### config.mk
export PLATFORM = sky130hd
export DESIGN_NAME = aurora_cmd_wbexec
export DESIGN_NICKNAME = d
export VERILOG_FILES = /design/src/rtl/aurora_cmd_wbexec.sv
export SDC_FILE = /design/constraint.sdc
export NUM_CORES = 1
export LEC_CHECK = 0
export BUFFER_PORTS_ARGS = -buffer_cell sky130_fd_sc_hd__buf_4
export CAP_MARGIN = 20
export CORE_MARGIN = 2
export CORE_UTILIZATION = 42
export CTS_BUF_LIST = sky130_fd_sc_hd__clkbuf_4 sky130_fd_sc_hd__clkbuf_8
export DETAILED_ROUTE_END_ITERATION = 8
export GPL_ROUTABILITY_DRIVEN = 0
export PLACE_DENSITY = 0.77
export SKIP_CTS_REPAIR_TIMING = 1
export SYNTH_ARGS = -nofsm -noshare
export SYNTH_HDL_FRONTEND = slang
export SYNTH_SLANG_ARGS = --single-unit
### constraint.sdc
create_clock -name aclk -period 1.61 [get_ports aclk]
set_input_delay 0.483 -clock aclk [delete_from_list [all_inputs] [get_ports aclk]]
set_output_delay 0.483 -clock aclk [all_outputs]
set_load 0.05 [all_outputs]
### src/rtl/aurora_cmd_wbexec.sv
// Executes split Aurora address/data command streams as Wishbone classic single cycles
// and returns read data as a single-beat AXI4-Stream response. Optional macro: AURORA_CMD_WBEXEC_TIMEOUT_EN.
module aurora_cmd_wbexec #(
    parameter int          ADDR_BITS      = 22,
    parameter logic [31:0] ERR_DATA       = 32'hFFFF_FFFF,
    parameter int          TIMEOUT_CYCLES = 255
) (
    input  logic                 aclk,
    input  logic                 aresetn,
    input  logic [31:0]          s_cmd_addr_tdata,
    input  logic                 s_cmd_addr_tvalid,
    output logic                 s_cmd_addr_tready,
    input  logic [31:0]          s_cmd_data_tdata,
    input  logic                 s_cmd_data_tvalid,
    output logic                 s_cmd_data_tready,
    output logic                 wb_cyc_o,
    output logic                 wb_stb_o,
    output logic                 wb_we_o,
    output logic [ADDR_BITS-1:0] wb_adr_o,
    output logic [31:0]          wb_dat_o,
    output logic [3:0]           wb_sel_o,
    input  logic [31:0]          wb_dat_i,
    input  logic                 wb_ack_i,
    input  logic                 wb_err_i,
    output logic [31:0]          m_resp_tdata,
    output logic                 m_resp_tvalid,
    input  logic                 m_resp_tready,
    output logic                 m_resp_tlast,
    output logic                 bus_err_o
);

    typedef enum logic [1:0] {
        ST_IDLE  = 2'd0,
        ST_WRITE = 2'd1,
        ST_READ  = 2'd2
    } state_t;

    state_t                state_q, state_d;
    logic                  cyc_q, cyc_d;
    logic                  stb_q, stb_d;
    logic                  we_q, we_d;
    logic [ADDR_BITS-1:0]  adr_q, adr_d;
    logic [31:0]           dat_q, dat_d;
    logic [31:0]           resp_data_q, resp_data_d;
    logic                  resp_valid_q, resp_valid_d;
    logic                  bus_err_q, bus_err_d;

    logic                  rd_go_s;
    logic                  wr_go_s;
    logic                  timeout_s;
    logic                  bus_done_s;
    logic                  unused_s;

    // A read is only accepted when the response register is already empty.
    assign rd_go_s = (state_q == ST_IDLE) && s_cmd_addr_tvalid && s_cmd_addr_tdata[31] && !resp_valid_q;
    assign wr_go_s = (state_q == ST_IDLE) && s_cmd_addr_tvalid && !s_cmd_addr_tdata[31] && s_cmd_data_tvalid;

    assign s_cmd_addr_tready = aresetn & (rd_go_s | wr_go_s);
    assign s_cmd_data_tready = aresetn & wr_go_s;

`ifdef AURORA_CMD_WBEXEC_TIMEOUT_EN
    localparam int CNT_RAW = $clog2(TIMEOUT_CYCLES + 1);
    localparam int CNT_W   = (CNT_RAW < 8) ? 8 : ((CNT_RAW > 16) ? 16 : CNT_RAW);

    logic [CNT_W-1:0] cnt_q, cnt_d;

    // Ack-wait counter: zero while idle, counts every bus cycle without ack/err.
    always_comb begin
        cnt_d = cnt_q;
        if (state_q == ST_IDLE) begin
            cnt_d = {CNT_W{1'b0}};
        end else if (!wb_ack_i && !wb_err_i) begin
            cnt_d = cnt_q + {{(CNT_W-1){1'b0}}, 1'b1};
        end else begin
            cnt_d = cnt_q;
        end
    end

    // Counter register.
    always_ff @(posedge aclk or negedge aresetn) begin
        if (!aresetn) begin
            cnt_q <= {CNT_W{1'b0}};
        end else begin
            cnt_q <= cnt_d;
        end
    end

    assign timeout_s = (state_q != ST_IDLE) && (cnt_q == CNT_W'(TIMEOUT_CYCLES - 1));
    assign unused_s  = ^s_cmd_addr_tdata;
`else
    assign timeout_s = 1'b0;
    assign unused_s  = ^{s_cmd_addr_tdata, 32'(TIMEOUT_CYCLES)};
`endif

    assign bus_done_s = wb_ack_i | wb_err_i | timeout_s;

    // Next-state and next-output computation for the command executor.
    always_comb begin
        state_d      = state_q;
        cyc_d        = cyc_q;
        stb_d        = stb_q;
        we_d         = we_q;
        adr_d        = adr_q;
        dat_d        = dat_q;
        resp_data_d  = resp_data_q;
        resp_valid_d = resp_valid_q;
        bus_err_d    = 1'b0;

        if (resp_valid_q && m_resp_tready) begin
            resp_valid_d = 1'b0;
            resp_data_d  = 32'h0000_0000;
        end else begin
            resp_valid_d = resp_valid_q;
        end

        case (state_q)
            ST_IDLE: begin
                if (rd_go_s) begin
                    state_d = ST_READ;
                    cyc_d   = 1'b1;
                    stb_d   = 1'b1;
                    we_d    = 1'b0;
                    adr_d   = s_cmd_addr_tdata[ADDR_BITS-1:0];
                end else if (wr_go_s) begin
                    state_d = ST_WRITE;
                    cyc_d   = 1'b1;
                    stb_d   = 1'b1;
                    we_d    = 1'b1;
                    adr_d   = s_cmd_addr_tdata[ADDR_BITS-1:0];
                    dat_d   = s_cmd_data_tdata;
                end else begin
                    state_d = ST_IDLE;
                end
            end
            ST_WRITE, ST_READ: begin
                if (bus_done_s) begin
                    state_d   = ST_IDLE;
                    cyc_d     = 1'b0;
                    stb_d     = 1'b0;
                    we_d      = 1'b0;
                    bus_err_d = !wb_ack_i;
                    if (state_q == ST_READ) begin
                        resp_valid_d = 1'b1;
                        resp_data_d  = wb_ack_i ? wb_dat_i : ERR_DATA;
                    end else begin
                        resp_valid_d = resp_valid_q;
                    end
                end else begin
                    state_d = state_q;
                end
            end
            default: begin
                state_d = ST_IDLE;
                cyc_d   = 1'b0;
                stb_d   = 1'b0;
                we_d    = 1'b0;
            end
        endcase
    end

    // State and registered outputs; reset abandons any cycle and drops a pending response.
    always_ff @(posedge aclk or negedge aresetn) begin
        if (!aresetn) begin
            state_q      <= ST_IDLE;
            cyc_q        <= 1'b0;
            stb_q        <= 1'b0;
            we_q         <= 1'b0;
            adr_q        <= {ADDR_BITS{1'b0}};
            dat_q        <= 32'h0000_0000;
            resp_data_q  <= 32'h0000_0000;
            resp_valid_q <= 1'b0;
            bus_err_q    <= 1'b0;
        end else begin
            state_q      <= state_d;
            cyc_q        <= cyc_d;
            stb_q        <= stb_d;
            we_q         <= we_d;
            adr_q        <= adr_d;
            dat_q        <= dat_d;
            resp_data_q  <= resp_data_d;
            resp_valid_q <= resp_valid_d;
            bus_err_q    <= bus_err_d;
        end
    end

    assign wb_cyc_o      = cyc_q;
    assign wb_stb_o      = stb_q;
    assign wb_we_o       = we_q;
    assign wb_adr_o      = adr_q;
    assign wb_dat_o      = dat_q;
    assign wb_sel_o      = 4'hF;
    assign m_resp_tdata  = resp_data_q;
    assign m_resp_tvalid = resp_valid_q;
    assign m_resp_tlast  = 1'b1;
    assign bus_err_o     = bus_err_q;

endmodule

# Word level (Yosys, flattened, before mapping)
# Cells that the tools add are included.
dict set report totals {
  out_inout_bits 98
  ff_bits 92
  word_cells 56
  inputBits 103
}
dict set report op_classes {
  n_eq_ne 5
  n_reduce_logical 15
  muxes 23
  n_bitwise 5
}
# cell count
set ops {}
lappend ops {{2-to-1 mux 32 bit} 5}
lappend ops {{2-to-1 mux 22 bit} 2}
lappend ops {{2-to-1 mux 1 bit} 11}
lappend ops {{logical AND 1 bit} 6}
lappend ops {{!= test 3 bit (second input constant)} 2}
lappend ops {{2-to-1 mux 2 bit} 2}
lappend ops {{case mux 1 bit (2 select lines)} 2}
lappend ops {{case mux 2 bit (2 select lines)} 1}
lappend ops {{AND reduction 2 bit} 2}
lappend ops {{logical NOT 1 bit} 3}
lappend ops {{AND reduction 3 bit} 1}
lappend ops {{bitwise AND 1 bit} 2}
lappend ops {{equality test 2 x 1 -> 1 bit (second input constant)} 1}
lappend ops {{equality test 2 bit (second input constant)} 1}
lappend ops {{logical NOT 2 bit} 1}
lappend ops {{!= test 2 bit (second input constant)} 1}
lappend ops {{OR 1 bit} 2}
lappend ops {{nonzero test 2 bit} 1}
lappend ops {{OR reduction 2 bit} 1}
lappend ops {{inverter 1 bit} 1}

# Longest topological paths before layout
dict set report depth {
  word_depth 7
  mapped_depth 7
  ltp_nobuf 5
}

# Worst setup path before layout
# Ideal clock, no wire load.
dict set report synth_path {
  kind {reg2out}
  start {register state_q[0]}
  end {output s_cmd_data_tready}
  slack_ns -0.731
  path_stages_with_launch 8
  required_time_ns 1.127
  path_buffers 2
  arrival_time_ns 1.858
  cell_sequence {dfrtp_1 inv_1 ha_1 nand2_1 or2_1 buf_6 buf_6 nor2_1}
}
dict set report synth_via {
  elab_chain_cells 5
}
# item line_no
set synth_lines {}
lappend synth_lines {{from (decl)} 38} ;# state_t state_q, state_d;
lappend synth_lines {{from (signal assigned)} 174} ;# state_q <= state_d;
lappend synth_lines {{logical NOT 2 bit} 56} ;# assign wr_go_s = (state_q == ST_IDLE) && s_cmd_addr_tvalid && !s_cmd_addr_tdata[31] && s_cmd_data_tvalid;
lappend synth_lines {{logical AND 1 bit (3 in series)} 56}
lappend synth_lines {{bitwise AND 1 bit} 59} ;# assign s_cmd_data_tready = aresetn & wr_go_s;
lappend synth_lines {{to (decl)} 15} ;# output logic s_cmd_data_tready,
# No other way between the ends.

# Final worst setup path
# Ends and elaborated chain as after synthesis.

==> results summary <==
The switching component of the power came out at 4.926 mW. For this run, the number of Yosys warnings is 0. After detailed routing, the wire length on met1 is 4088 um. The number of instances in the synthesized netlist came out at 295. The clock skew is 12.00 ps. The root buffer selected by CTS is sky130_fd_sc_hd__clkbuf_8. The critical path data required time came out at 1130 ps.

The detailed route wirelength on metal2 came out at 4914 um. The initial antenna violation count was 0. Entering global routing, the biggest net connects 93 pins. In this run the deepest clock path goes through 2 buffers. The type of the most critical hold path is input pin to asynchronous set/reset pin. The combined area of all synthesized cells is 3741 um2. The final critical-path share of the clock period came out at 125.1%.

The internal power component is 5.733 mW. The pre-CTS worst setup slack came out at -265.0 ps. The part of the power in combinational logic came out at 52.4%. The total global routing overflow came out at 0. The fraction of power consumed by the clock network is 14.7%. The pre-antenna-repair detailed-routing pass consisted of 4 iterations. The highest signal layer in the routed design is met4. At the end of the flow, the number of nets in the layout was 604. Among all cell types in the netlist, the one instantiated most often is sky130_fd_sc_hd__dfrtp_1. Among all flip-flop cells after synthesis, the most frequent one is sky130_fd_sc_hd__dfrtp_1. IR analysis of the VDD net gives a maximum drop of 1.151 mV.

After detailed routing, the average wire length per cell comes to 16.13 um. In this run, flip-flops and latches consume 33.0% of the power. The number of H-tree branching levels came out at 3. The post-detailed-route DRC marker count came out at 0. After layout, the minimum clock period comes to 2014 ps. The number of cells in the finished layout apart from fillers came out at 611.

The critical path start-end classification is flop to primary output. The proportion of synthesized flip-flops having asynchronous set or reset is 100.0%. The run finished, with violations left. The leakage power summed over all cells is 3.040 nW. STA puts the critical path data arrival time at 1530 ps.

The floorplan die area came out at 9679 um2. The remaining antenna violation count after routing is 0. The sum of routed wire length over all layers is 9855 um. The total clock buffers created by CTS came out at 9. The number of library cell types mapped by synthesis is 29. In the synthesized netlist, the cells that appear most often are sky130_fd_sc_hd__dfrtp_1 (92), sky130_fd_sc_hd__nand2_1 (36), sky130_fd_sc_hd__nor2_1 (34).

The worst-case register-to-register setup slack is -100 ps. Dividing the detail-routed via count by the number of cells gives 4.722. In the post-synthesis netlist, the biggest area contributors are sky130_fd_sc_hd__dfrtp_1 (62%), sky130_fd_sc_hd__mux2_4 (11%), sky130_fd_sc_hd__mux2_2 (7.8%). The number of max-slew violations in the final report came out at 0. In this run the vertical extent of the chip is 98.38 um. Once placement completed, the tool counted placed cells totaling 590. The area growth from synthesis to final layout is 55.32%. The later pin in the worst-skew pair is clocked with a latency of 340 ps. TritonCTS built the clock tree. The antenna diode count came out at 0. The global-route wire length before repair is 14,770 um.

The register area share after synthesis is 61.54%. The worst setup path is captured at a primary output. After synthesis, the mean cell area works out to 12.68 um2.

Setup violations remaining at the end of the flow were counted as 49. The number of maximum-capacitance constraint violations is 0. After floorplanning, the core was divided into 34 placement rows. The number of fillers in the final layout came out at 636. Synthesis inferred 92 register bits. Total power for the finished layout comes to 10.66 mW. The total area inside the core boundary comes to 8678 um2.

The final worst slack is -403.9 ps. The biggest area consumer among synthesized cells is sky130_fd_sc_hd__dfrtp_1. The maximum clock frequency is 496.5 MHz. The routed design uses 734 um of met3 wire. The post-CTS clock slew at the launch and capture registers of the worst setup and hold paths came out at 80 ps. The share of post-route cells with drive strength above 1 came out at 57.46%. The via count is 2,885.

The combined global-route utilization of all metal layers came out at 18.78%. The total power per unit cell area is 1834 nW/um2. The proportion of netlist area held by the largest area contributor is 61.54%. The count of clock tree sinks is 92. The die width came out at 98.38 um. 201 I/O pins were placed. Yosys mapped a number of flops with a built-in enable equal to 0. In this run, the number of DRC markers left after iteration 0 of detailed routing was 57. In this run the worst path has a maximum fanout of 3.

The post-detailed-placement half-perimeter wirelength came out at 6569 um. Of the total power, the share spent switching nets is 46.22%. STA classifies the critical path startpoint as a flop.

The number of buffers inserted by port buffering came out at 186. The count of final hold-check violations is 0. Setup repair after global routing could not meet its margin everywhere. The starting utilization of the core area came out at 43.11%. The via count of the first global-routing pass came out at 2,890.

The final reports fail on setup timing.
## final timing paths
path,startpoint,to,cells after the start
worst max-delay path,state_q[0],s_cmd_data_tready,6
max in group asynchronous,aresetn,m_resp_tvalid,2
worst min register to register,state_q[0],state_q[0],2
worst min-delay path,aresetn,state_q[1],2
min in group aclk,m_resp_tready,m_resp_tvalid,2
worst max register to register,state_q[0],wb_adr_o[3],7
## sequential cells by signal, summed over array words and instances (netlist names)
name / count
state_q: 2
wb_dat_o: 32
wb_adr_o: 22
bus_err_o: 1
m_resp_tdata: 32
wb_stb_o: 1
wb_we_o: 1
m_resp_tvalid: 1
## routing by layer
layer,global-route usage (%),vias up
met3,6.013,12
met2,29.36,124
met4,5.269,0
met5,0,-
met1,25.40,1370
li1,-,1379
## stage by stage
stage          util, %  hold slack (ps)  setup TNS [ps]  cell area (um2)
2_1_floorplan        -            187.4          -364.6             3789
3_3_place_gp     61.85            468.8           -8005             5368
3_5_place_dp     61.85            497.9           -9479             5368
4_1_cts          64.14            198.7           -6570             5567
5_1_grt          66.96            222.4           -6822             5811
6_report         66.96            189.9           -3633             5811
## final cells by class
type,instances,area (um2),area share (%)
Sequential cell,92,2303,39.64
Timing Repair Buffer,210,1718,29.57
Tap cell,108,135.1,2.326
Inverter,5,18.77,0.3230
Multi-Input combinational cell,181,1436,24.72
Clock inverter,5,61.31,1.055
Clock buffer,10,137.6,2.369
## cells in the final DEF (no fill, tap or decap), drive strengths merged
| cell | n |
|---|---|
| buf | 207 |
| dfrtp | 92 |
| mux2 | 54 |
| nand2 | 36 |
| a21oi | 34 |
| nor2 | 34 |
| clkbuf | 13 |
| inv | 6 |
| conb | 5 |
| o21ai | 4 |
| clkinvlp | 3 |
| nand2b | 2 |
| ha | 2 |
| o211ai | 1 |
| nand3 | 1 |
| a21o | 1 |
| or2 | 1 |
| and3b | 1 |
| nor3b | 1 |
| o31ai | 1 |
| nand3b | 1 |
| o22ai | 1 |
| a22oi | 1 |
| bufinv | 1 |
## worst max-delay path, stage by stage (launching register included)
cell and delay [ps]:
sky130_fd_sc_hd__dfrtp_1 400, sky130_fd_sc_hd__inv_2 80, sky130_fd_sc_hd__ha_4 150, sky130_fd_sc_hd__nand2_4 50
sky130_fd_sc_hd__or2_4 260, sky130_fd_sc_hd__nor2_4 100, sky130_fd_sc_hd__buf_8 150
## power groups by stage
stage / clock network (mW) / registers [mW] / logic (mW)
after floorplan: 0 / 6.21 / 0.971
after global placement: 0 / 3.51 / 5.37
after detailed placement: 0 / 3.55 / 5.45
after CTS: 1.60 / 3.51 / 5.45
after global routing: 1.70 / 3.61 / 5.83
final: 1.56 / 3.51 / 5.58
## cells by family after synthesis
family                   synth area share, %
flip-flops                             61.54
AND/OR/NAND/NOR                        8.495
multiplexers                           18.96
AO/OA/AOI/OAI                          6.154
buffers and inverters                  4.080
adder cells (fa/ha/maj)               0.6688
other                                 0.1002
Power figures use the tool's default switching activity.
